--- src/rtl/ones_counter_pkg.sv ---
// ----------------------------------------------------------------------------
// ones_counter_pkg
// Shared definitions for the sequential population counter:
//   - state_e   : FSM state encoding (IDLE / COUNT / DONE)
//   - NIBBLE_W  : number of data bits examined per COUNT cycle
//   - nibble_popcount() : set-bit count of one nibble (0..4)
// ----------------------------------------------------------------------------
package ones_counter_pkg;

   localparam int NIBBLE_W = 4;

   typedef enum logic [1:0] {
      ST_IDLE  = 2'd0,
      ST_COUNT = 2'd1,
      ST_DONE  = 2'd2
   } state_e;

   // Number of ones in a single nibble; the result always fits in 3 bits.
   function automatic logic [2:0] nibble_popcount(input logic [NIBBLE_W-1:0] nib);
      logic [2:0] cnt;
      cnt = 3'd0;
      for (int i = 0; i < NIBBLE_W; i++) begin
         cnt = cnt + {2'b00, nib[i]};
      end
      return cnt;
   endfunction

endpackage : ones_counter_pkg

--- src/rtl/ones_acc_add.sv ---
// ----------------------------------------------------------------------------
// full_adder
// The 1-bit full-adder cell used as the building block of ripple adders.
//   i_a, i_b, i_cin : addend bits and carry in
//   o_sum, o_cout   : sum bit and carry out
// ----------------------------------------------------------------------------
module full_adder (
   input  logic i_a,
   input  logic i_b,
   input  logic i_cin,
   output logic o_sum,
   output logic o_cout
);

   assign o_sum  = i_a ^ i_b ^ i_cin;
   assign o_cout = (i_a & i_b) | (i_cin & (i_a ^ i_b));

endmodule : full_adder

// ----------------------------------------------------------------------------
// ones_acc_add
// W-bit ripple-carry adder built as a chain of full_adder cells; it is the
// accumulation datapath of the population counter.
//   i_dataA, i_dataB : W-bit addends
//   i_cin            : carry into bit 0
//   o_sum            : W-bit sum
//   o_cout           : carry out of the MSB
// ----------------------------------------------------------------------------
module ones_acc_add #(
   parameter int W = 6
) (
   output logic         o_cout,
   output logic [W-1:0] o_sum,
   input  logic [W-1:0] i_dataA,
   input  logic [W-1:0] i_dataB,
   input  logic         i_cin
);

   logic [W:0] carry;

   assign carry[0] = i_cin;

   for (genvar g = 0; g < W; g++) begin : g_bit
      full_adder u_fa (
         .i_a    (i_dataA[g]),
         .i_b    (i_dataB[g]),
         .i_cin  (carry[g]),
         .o_sum  (o_sum[g]),
         .o_cout (carry[g+1])
      );
   end

   assign o_cout = carry[W];

endmodule : ones_acc_add

--- src/rtl/ones_counter_seq.sv ---
// ----------------------------------------------------------------------------
// ones_counter_seq
// Sequential population counter. Accepts one word on a valid/ready input,
// counts its set bits one nibble per cycle into an accumulator through
// ones_acc_add, and presents the total on a valid/ready output.
//   i_clk, i_rst_n     : clock (rising edge), async active-low reset
//   i_valid, o_ready   : input handshake, i_data captured when both high
//   i_data             : DATA_W-bit word to count
//   o_valid, i_ready   : output handshake, o_count held until i_ready
//   o_count            : number of ones in the accepted word (0 unless DONE)
//   o_busy             : high while the count is in progress
// DATA_W must be a multiple of 4 and at least 4; 2**CNT_W must exceed DATA_W.
// ----------------------------------------------------------------------------
module ones_counter_seq
   import ones_counter_pkg::*;
#(
   parameter int DATA_W = 32,
   parameter int CNT_W  = 6
) (
   input  logic              i_clk,
   input  logic              i_rst_n,
   input  logic              i_valid,
   output logic              o_ready,
   input  logic [DATA_W-1:0] i_data,
   output logic              o_valid,
   input  logic              i_ready,
   output logic [CNT_W-1:0]  o_count,
   output logic              o_busy
);

   localparam int STEPS  = DATA_W / NIBBLE_W;
   localparam int STEP_W = $clog2(STEPS + 1);

   state_e              state_q, state_d;
   logic [DATA_W-1:0]   shift_q, shift_d;
   logic [CNT_W-1:0]    acc_q,   acc_d;
   logic [STEP_W-1:0]   step_q,  step_d;

   logic [CNT_W-1:0]    nib_cnt;
   logic [CNT_W-1:0]    add_sum;
   logic                add_cout_unused;

   // Popcount of the nibble currently at the bottom of the shift register.
   assign nib_cnt = CNT_W'(nibble_popcount(shift_q[NIBBLE_W-1:0]));

   // The accumulator can never exceed DATA_W, so the carry out is dropped.
   ones_acc_add #(
      .W (CNT_W)
   ) u_acc_add (
      .o_cout  (add_cout_unused),
      .o_sum   (add_sum),
      .i_dataA (acc_q),
      .i_dataB (nib_cnt),
      .i_cin   (1'b0)
   );

   always_comb begin
      // NOTE: every signal gets a default first so no path leaves it unassigned (no latch).
      state_d = state_q;
      shift_d = shift_q;
      acc_d   = acc_q;
      step_d  = step_q;

      unique case (state_q)
         ST_IDLE: begin
            if (i_valid) begin
               shift_d = i_data;
               acc_d   = '0;
               step_d  = STEP_W'(STEPS);
               state_d = ST_COUNT;
            end
         end
         ST_COUNT: begin
            shift_d = shift_q >> NIBBLE_W;
            acc_d   = add_sum;
            step_d  = step_q - 1'b1;
            // step_q==1 means this cycle adds the last nibble.
            if (step_q == STEP_W'(1)) begin
               state_d = ST_DONE;
            end
         end
         ST_DONE: begin
            if (i_ready) begin
               state_d = ST_IDLE;
            end
         end
         default: begin
            state_d = ST_IDLE;
         end
      endcase
   end

   always_ff @(posedge i_clk or negedge i_rst_n) begin
      if (!i_rst_n) begin
         // NOTE: datapath registers are cleared too, so a word in flight leaves no trace.
         state_q <= ST_IDLE;
         shift_q <= '0;
         acc_q   <= '0;
         step_q  <= '0;
      end else begin
         // NOTE: non-blocking assignments so every flop samples pre-edge values.
         state_q <= state_d;
         shift_q <= shift_d;
         acc_q   <= acc_d;
         step_q  <= step_d;
      end
   end

   // Outputs decode from state and registered data only.
   assign o_ready = (state_q == ST_IDLE);
   assign o_busy  = (state_q == ST_COUNT);
   assign o_valid = (state_q == ST_DONE);
   assign o_count = (state_q == ST_DONE) ? acc_q : '0;

endmodule : ones_counter_seq

--- config.mk ---
export PLATFORM = sky130hd
export DESIGN_NAME = ones_counter_seq
export DESIGN_NICKNAME = d
export VERILOG_FILES = /design/src/rtl/ones_counter_pkg.sv /design/src/rtl/ones_acc_add.sv /design/src/rtl/ones_counter_seq.sv
export SDC_FILE = /design/constraint.sdc
export NUM_CORES = 1
export LEC_CHECK = 0
export CORE_MARGIN = 2
export CORE_UTILIZATION = 40
export CTS_CLUSTER_SIZE = 20
export DETAILED_ROUTE_END_ITERATION = 16
export MAX_ROUTING_LAYER = met4
export PLACE_DENSITY_LB_ADDON = 0.3
export SYNTH_ARGS = -nofsm -noshare
export SYNTH_HDL_FRONTEND = slang
export SYNTH_SLANG_ARGS = --single-unit
export TNS_END_PERCENT = 20
--- constraint.sdc ---
create_clock -name i_clk -period 3.7 [get_ports i_clk]
set_clock_uncertainty 0.2 [all_clocks]
set_input_delay 0.74 -clock i_clk [delete_from_list [all_inputs] [get_ports i_clk]]
set_output_delay 0.74 -clock i_clk [all_outputs]
set_load 0.05 [all_outputs]
==> reports/results.md, run 1 <==
| Result | Reported |
| --- | --- |
| Initial detailed-routing violation count | 154 |
| Cell chosen for the clock root | clkbuf_8 |
| Post-synthesis instance total | 240 |
| Crit path largest cell delay | 0.88 ns |
| Number of distinct library cells after synthesis | 27 |
| Clock Sinks | 44 |
| Wire length of the first global-routing pass | 8000 um |
| CTS H-tree lvls | 2 |
| Maximum buffer depth of the clock tree | 2 |
| Final wirelength | 4780 um |
| Setup slack of the most critical reg-to-reg path | 0.41 ns |
| Outcome | completed |
| Largest driver fanout on the critical path | 32 |
| Routing usage on met2 | 25.5% |
| Critical path endpoint category | output pin |
| Diodes inserted | 0 |
| Clock network latency to the later pin of the worst-skew pair | 0.29 ns |
| Unrepaired setup endpoints after global routing | false |
| Actual slew at the worst max-slew pin | 0.940 ns |
| Global placer's final weighted congestion | 0.728 |
| Layout cell share with drive strength beyond 1 | 9.75% |
| Class of the most critical setup path | register to output pin |
| Number of gates resized after CTS | 0 |
| Worst Hold Margin | 0.288 ns |
| Slowest library cell on the worst path | clkdlybuf4s50_1 |
| Chip height | 81.3 um |
| Layer with the highest usage | met2 |
| Kind of start point of the critical path | register |
| Number of global-route vias before repair | 1706 |
| Critical path data required time | 2.76 ns |
| Flop and latch count out of synthesis | 44 |
| Part of the Yosys area used for sequential elements | 46.1% |
| Starting density of the core | 40.8% |
| Peak ir drop on the vdd network | 0.272 mV |
| Number of input and output port buffers inserted | 44 |
| Max Slew Vio Count | 0 |
| Worst slew margin relative to its limit | 37.3% |
| Chip Width | 81.3 um |
| Grt met1 use | 21.8% |
| Number of design rule violations left after detail routing | 0 |
| Routed wirelength normalized by instance count | 13.6 um |
| Initial antenna violation count | 0 |
| Buffers inserted by post-CTS timing repair | 0 |
| Final global-route overflow total | 0 |
| Share of async-settable or async-resettable flops after synthesis | 100% |
| Nets | 322 |
| Achievable frequency | 0.302 GHz |
| Overall die area | 6600 um^2 |
| Commonest cells in the synthesized netlist | dfrtp_1 (44), nand2_1 (35), a21oi_1 (30) |
| Minimum clock period after layout | 3.31 ns |
| Yosys warns | 0 |
| Number of setup violations in the final report | 0 |
| Primary flip-flop cell chosen by synthesis mapping | dfrtp_1 |
| Std-Cell Rows | 28 |
| Overall power consumption | 1930 uW |
| Number of iterations in the first detailed-routing pass | 4 |
| Final worst-path setup slack | 0.394 ns |
| Core Footprint | 5850 um^2 |
| All-layer global routing usage | 16.5% |
| Power Dens Cells | 671 nW/um^2 |
| Synthesized area | 2390 um^2 |
| Number of hold violations in the final report | 0 |
| TritonCTS Buffers | 5 |
| Count of flip-flops with a built-in enable after synthesis | 0 |
| Detailed-route vias per instance | 4.99 |
| Non-Filler Instances | 352 |
| Yosys top cell by area | dfrtp_1 |
| Min-Delay Path Class | register to register |
| Half-perimeter wire length after detailed placement | 3180 um |
| Most common cell in the synthesized netlist | dfrtp_1 |
| Tcrit/Tclk final | 89.4% |
| Share of the synthesized area in the top cell type | 46.1% |
| Placed insts | 344 |
| Layout overhead on the synthesized area | 20.4% |
| Worst setup slack before clock tree synthesis | 0.414 ns |
| GR met3 Demand/Resource | 3.00% |
| Clock transition time at the flip-flop clock pins of the worst setup and hold paths | 0.08 ns |
| Cts hold-fix bufs | 0 |
| Worst-path cell chain | nor2b_2 -> clkdlybuf4s50_1 |
| Residual antenna-violating net count after detailed routing | 0 |
| Average size of a mapped cell | 9.95 um^2 |
| Arrival time of the worst setup path | 2.37 ns |
| Post-synth net total | 286 |
| Largest net degree at the start of global routing | 45 |
| Final-layout setup total negative slack | 0 ns |
| Max-cap violation count | 0 |
| TritonCTS clock tree | yes |
| Detailed-route via count | 1756 |
| Area contributors post-synth | dfrtp_1 (46%), and3b_1 (10%), a21oi_1 (6.3%) |
| Number of top-level design ports | 45 |
| Leakage Power | 0.00137 uW |
[power by group]
group	switching [uW]	total (uW)	internal (uW)
clock network	154	324	170
logic	411	786	375
registers	156	820	664
[stage by stage]
| step | util (%) | area [um^2] |
|---|---|---|
| after global routing | 49.1 | 2870 |
| after CTS | 49.1 | 2870 |
| after detailed placement | 47.4 | 2770 |
| after global placement | 47.4 | 2770 |
| final | 49.1 | 2870 |
| after floorplan | - | 2390 |
[cell usage in the layout, fill, tap and decap left out]
cell             instances
and2_1                   6
fa_1                     3
nand3_1                  1
a21oi_1                 30
buf_4                   10
buf_2                    1
o21ai_1                 29
nand2_1                 35
nor2_1                   5
clkbuf_8                 7
a22o_1                   8
o21bai_4                 1
a31oi_2                  1
nand2b_1                 1
clkbuf_1                 1
nor2b_2                  2
mux2_2                   2
and3b_1                 28
o21ai_0                  6
nor3_1                   1
clkdlybuf4s50_1         37
ha_1                     7
dfrtp_2                  1
a21oi_2                  2
inv_1                    4
dfrtp_1                 43
nor2b_1                  5
[sequential cells by signal, summed over array words and instances, names as in the netlist]
signal	cells
step_q	4
acc_q	6
state_q	2
shift_q	32
[worst max-delay path, delay by kind of cell, from the launching register on]
| kind | cells | cell delay (ns) |
|---|---|---|
| AND/OR/NAND/NOR | 1 | 0.47 |
| buffers and inverters | 1 | 0.88 |
| flip-flops | 1 | 0.72 |
[kinds of logic after synthesis]
family                     synth area share [%]
buffers and inverters                      7.29
and+or+nand+nor                            20.9
AOI/OAI and AO/OA                          18.6
adders and majority gates                  6.18
DFF                                        46.1
muxes                                     0.943
[metal layers]
| metal | up-vias | share of wire (%) |
|---|---|---|
| li1 | 902 | - |
| met1 | 814 | 47 |
| met2 | 33 | 47 |
| met3 | 7 | 3.5 |
| met4 | 0 | 1.8 |
| met5 | - | 0 |
[final timing paths]
check	depth (start not counted)	startpoint	endpoint
setup / recovery	2	state_q[0]	o_busy
hold / removal	2	shift_q[14]	shift_q[14]
setup reg to reg	9	shift_q[0]	acc_q[5]
hold reg to reg	2	shift_q[14]	shift_q[14]
max in group asynchronous	1	i_rst_n	state_q[0]
min in group asynchronous	1	i_rst_n	acc_q[4]
[final cells by class]
type,count,area (um^2)
timing repair buffer,48,450
multi-input combinational,173,1110
sequential,44,1100
fill,553,2980
clock buffer,8,100
inverter,4,15.0
tap,75,93.8
No activity file was read; power rests on OpenSTA's default activity.
==> inputs of run 2 (changes only) <==
--- a/config.mk
+++ b/config.mk
@@ -7,7 +7,6 @@
 export LEC_CHECK = 0
 export CORE_MARGIN = 2
 export CORE_UTILIZATION = 40
-export CTS_CLUSTER_SIZE = 20
 export DETAILED_ROUTE_END_ITERATION = 16
 export MAX_ROUTING_LAYER = met4
 export PLACE_DENSITY_LB_ADDON = 0.3
==> constraint.sdc (replaced) <==
create_clock -name i_clk -period 3.7 [get_ports i_clk]
set_clock_uncertainty 0.2 [all_clocks]
set_input_delay 0.555 -clock i_clk [delete_from_list [all_inputs] [get_ports i_clk]]
set_output_delay 0.555 -clock i_clk [all_outputs]
set_load 0.05 [all_outputs]
==> run 2 against run 1 <==
  * Fmax rose by 0.40%
  * Non-clock buffer count did not move
  * Combinational power rose by 3%
  * Final cell count did not move
  * Via count rose by 1.8%
  * Clock power rose by 22%
  * Register-to-register slack barely moved
  * Routed wire length fell by 2.3%
  * First-iteration DRC count fell by 14%
  * Global-route usage fell by 1.5 points
  * Utilization rose by 0.71 points
  * Flip-flop and latch count did not move
  * Critical path type is now register to register
  * Largest cell class unchanged
==> reports/results.md, run 2 (synthesis results as in run 1) <==
| Result | Reported | vs previous |
| --- | --- | --- |
| Number of iterations in the first detailed-routing pass | 5 | +1 |
| Achievable frequency | 0.304 GHz | +0.40% |
| Area taken by flip-flops and latches | 1100 um^2 | unchanged |
| Nets | 322 | unchanged |
| Total area of multi-input combinational cells | 1110 um^2 | unchanged |
| Critical path endpoint category | register |  |
| Chip height | 81.3 um | unchanged |
| Register with the most flip-flops | shift_q |  |
| TritonCTS Buffers | 5 | unchanged |
| Diodes inserted | 0 | unchanged |
| WP buf/inv | 0 | -1 |
| Minimum clock period after layout | 3.29 ns | -0.0132 ns |
| Critical path data required time | 3.68 ns | +0.92 ns |
| Clock network latency to the later pin of the worst-skew pair | 0.29 ns | about the same |
| Routed wirelength normalized by instance count | 13.3 um | -2.3% |
| Power Dens Cells | 685 nW/um^2 | +2.1% |
| Kind of start point of the critical path | register |  |
| Biggest registers after layout | shift_q: 32 flops, acc_q: 6 flops, step_q: 4 flops |  |
| Overall die area | 6600 um^2 | unchanged |
| Worst Hold Margin | 0.221 ns | -0.0676 ns |
| Cell chosen for the clock root | clkbuf_8 |  |
| Global placer's final weighted congestion | 0.754 | +3.6% |
| Initial antenna violation count | 0 | unchanged |
| Half-perimeter wire length after detailed placement | 3110 um | -2.3% |
| Placement-stage cell area | 2790 um^2 | +0.54% |
| Largest net degree at the start of global routing | 46 | +2.2% |
| Largest driver fanout on the critical path | 2 | -94% |
| Worst-path cell chain | fa_1 -> ha_1 -> ha_1 -> fa_1 -> fa_1 -> ha_1 -> ha_1 -> mux2_2 -> a22o_1 |  |
| CTS H-tree lvls | 2 | unchanged |
| Peak ir drop on the vdd network | 0.267 mV | -1.7% |
| Crit path largest cell delay | 0.48 ns | -0.40 ns |
| Min-Delay Path Class | input pin to async pin |  |
| Wire length of the first global-routing pass | 7420 um | -7.3% |
| Number of gates resized after CTS | 0 | unchanged |
| Clock transition time at the flip-flop clock pins of the worst setup and hold paths | 0.08 ns | about the same |
| Std-Cell Rows | 28 | unchanged |
| Detailed-route vias per instance | 5.08 | +1.8% |
| Unrepaired setup endpoints after global routing | false |  |
| Max-cap violation count | 0 | unchanged |
| Residual antenna-violating net count after detailed routing | 0 | unchanged |
| Top cell family by delay on the critical path | adder cells |  |
| Number of design rule violations left after detail routing | 0 | unchanged |
| Max Slew Vio Count | 0 | unchanged |
| Starting density of the core | 40.8% | unchanged |
| Most numerous cell on the critical path | ha_1 |  |
| Class of the most critical setup path | register to register |  |
| Number of top-level design ports | 45 | unchanged |
| Highest-count cells in the layout ignoring fill and taps | dfrtp_1 (43), clkdlybuf4s50_1 (43), nand2_1 (35) |  |
| Actual slew at the worst max-slew pin | 0.969 ns | +0.0292 ns |
| Final-layout setup total negative slack | 0 ns | unchanged |
| Final global-route overflow total | 0 | unchanged |
| Number of hold violations in the final report | 0 | unchanged |
| Number of flip-flops in the largest register | 32 | unchanged |
| Layout overhead on the synthesized area | 22.1% |  |
| Initial detailed-routing violation count | 133 | -14% |
| Worst slew margin relative to its limit | 35.4% | -1.9 points |
| Buffers inserted by post-CTS timing repair | 0 | unchanged |
| Detailed-route via count | 1787 | +1.8% |
| Outcome | completed |  |
| Chip Width | 81.3 um | unchanged |
| Arrival time of the worst setup path | 3.27 ns | +0.90 ns |
| All-layer global routing usage | 15.0% | -1.5 points |
| Core Footprint | 5850 um^2 | unchanged |
| Slowest library cell on the worst path | fa_1 |  |
| Maximum buffer depth of the clock tree | 2 | unchanged |
| Number of setup violations in the final report | 0 | unchanged |
| Number of input and output port buffers inserted | 44 | unchanged |
| TritonCTS clock tree | yes |  |
| Layout filler cell count | 525 | -5.1% |
| Post-route design area | 2920 um^2 | +1.4% |
| Tcrit/Tclk final | 89.0% | -0.36 points |
| Cts hold-fix bufs | 0 | unchanged |
| Leakage Power | 0.00137 uW | about the same |
| Final wirelength | 4670 um | -2.3% |
| Number of global-route vias before repair | 1586 | -7.0% |
| Clock Sinks | 44 | unchanged |
| Layout cell share with drive strength beyond 1 | 7.94% | -1.8 points |
## run 2: metal layers
| layer | global-route usage (%) | share of wire (%) |
|---|---|---|
| met5 | - | 0 |
| met4 | 4.07 | 0.99 |
| met3 | 3.11 | 4.4 |
| met2 | 23.8 | 48 |
| met1 | 19.5 | 46 |
## run 2: worst paths after layout
kind	slack, ns	start	endpoint	depth (start not counted)
worst max-delay path	0.41	shift_q[0]	acc_q[5]	9
worst min-delay path	0.22	i_rst_n	acc_q[3]	1
worst max register to register	0.41	shift_q[0]	acc_q[5]	9
worst min register to register	0.29	shift_q[17]	shift_q[17]	2
max in group asynchronous	2.42	i_rst_n	state_q[0]	1
min in group i_clk	0.29	shift_q[17]	shift_q[17]	2
## run 2: worst reg2reg max path: cells and delay by family (launching register included)
family	cells	cell delay, ns
adders and majority gates	7	2.14
DFF	1	0.40
muxes	1	0.27
AOI/OAI and AO/OA	1	0.17
## run 2: power by group
group	internal, uW	total [uW]	switching [uW]
combinational	377	806	429
sequential	664	798	134
clock	238	394	156
## run 2: area by class of cell
type	instances	share of cell area (%)
Multi-Input combinational cell	173	38.2
Sequential cell	44	37.8
Timing Repair Buffer	48	16.0
Clock buffer	7	3.30
Tap cell	75	3.22
Clock inverter	1	1.03
Inverter	4	0.515
## run 2: through the flow
step	power [uW]	utilization, %	cells	setup WS [ns]
after CTS	2030	49.8	352	0.381
after floorplan	1480	-	240	0.517
final	2000	49.8	352	0.407
after global placement	1590	47.7	344	0.453
after global routing	2160	49.8	352	0.270
after detailed placement	1630	47.7	344	0.400
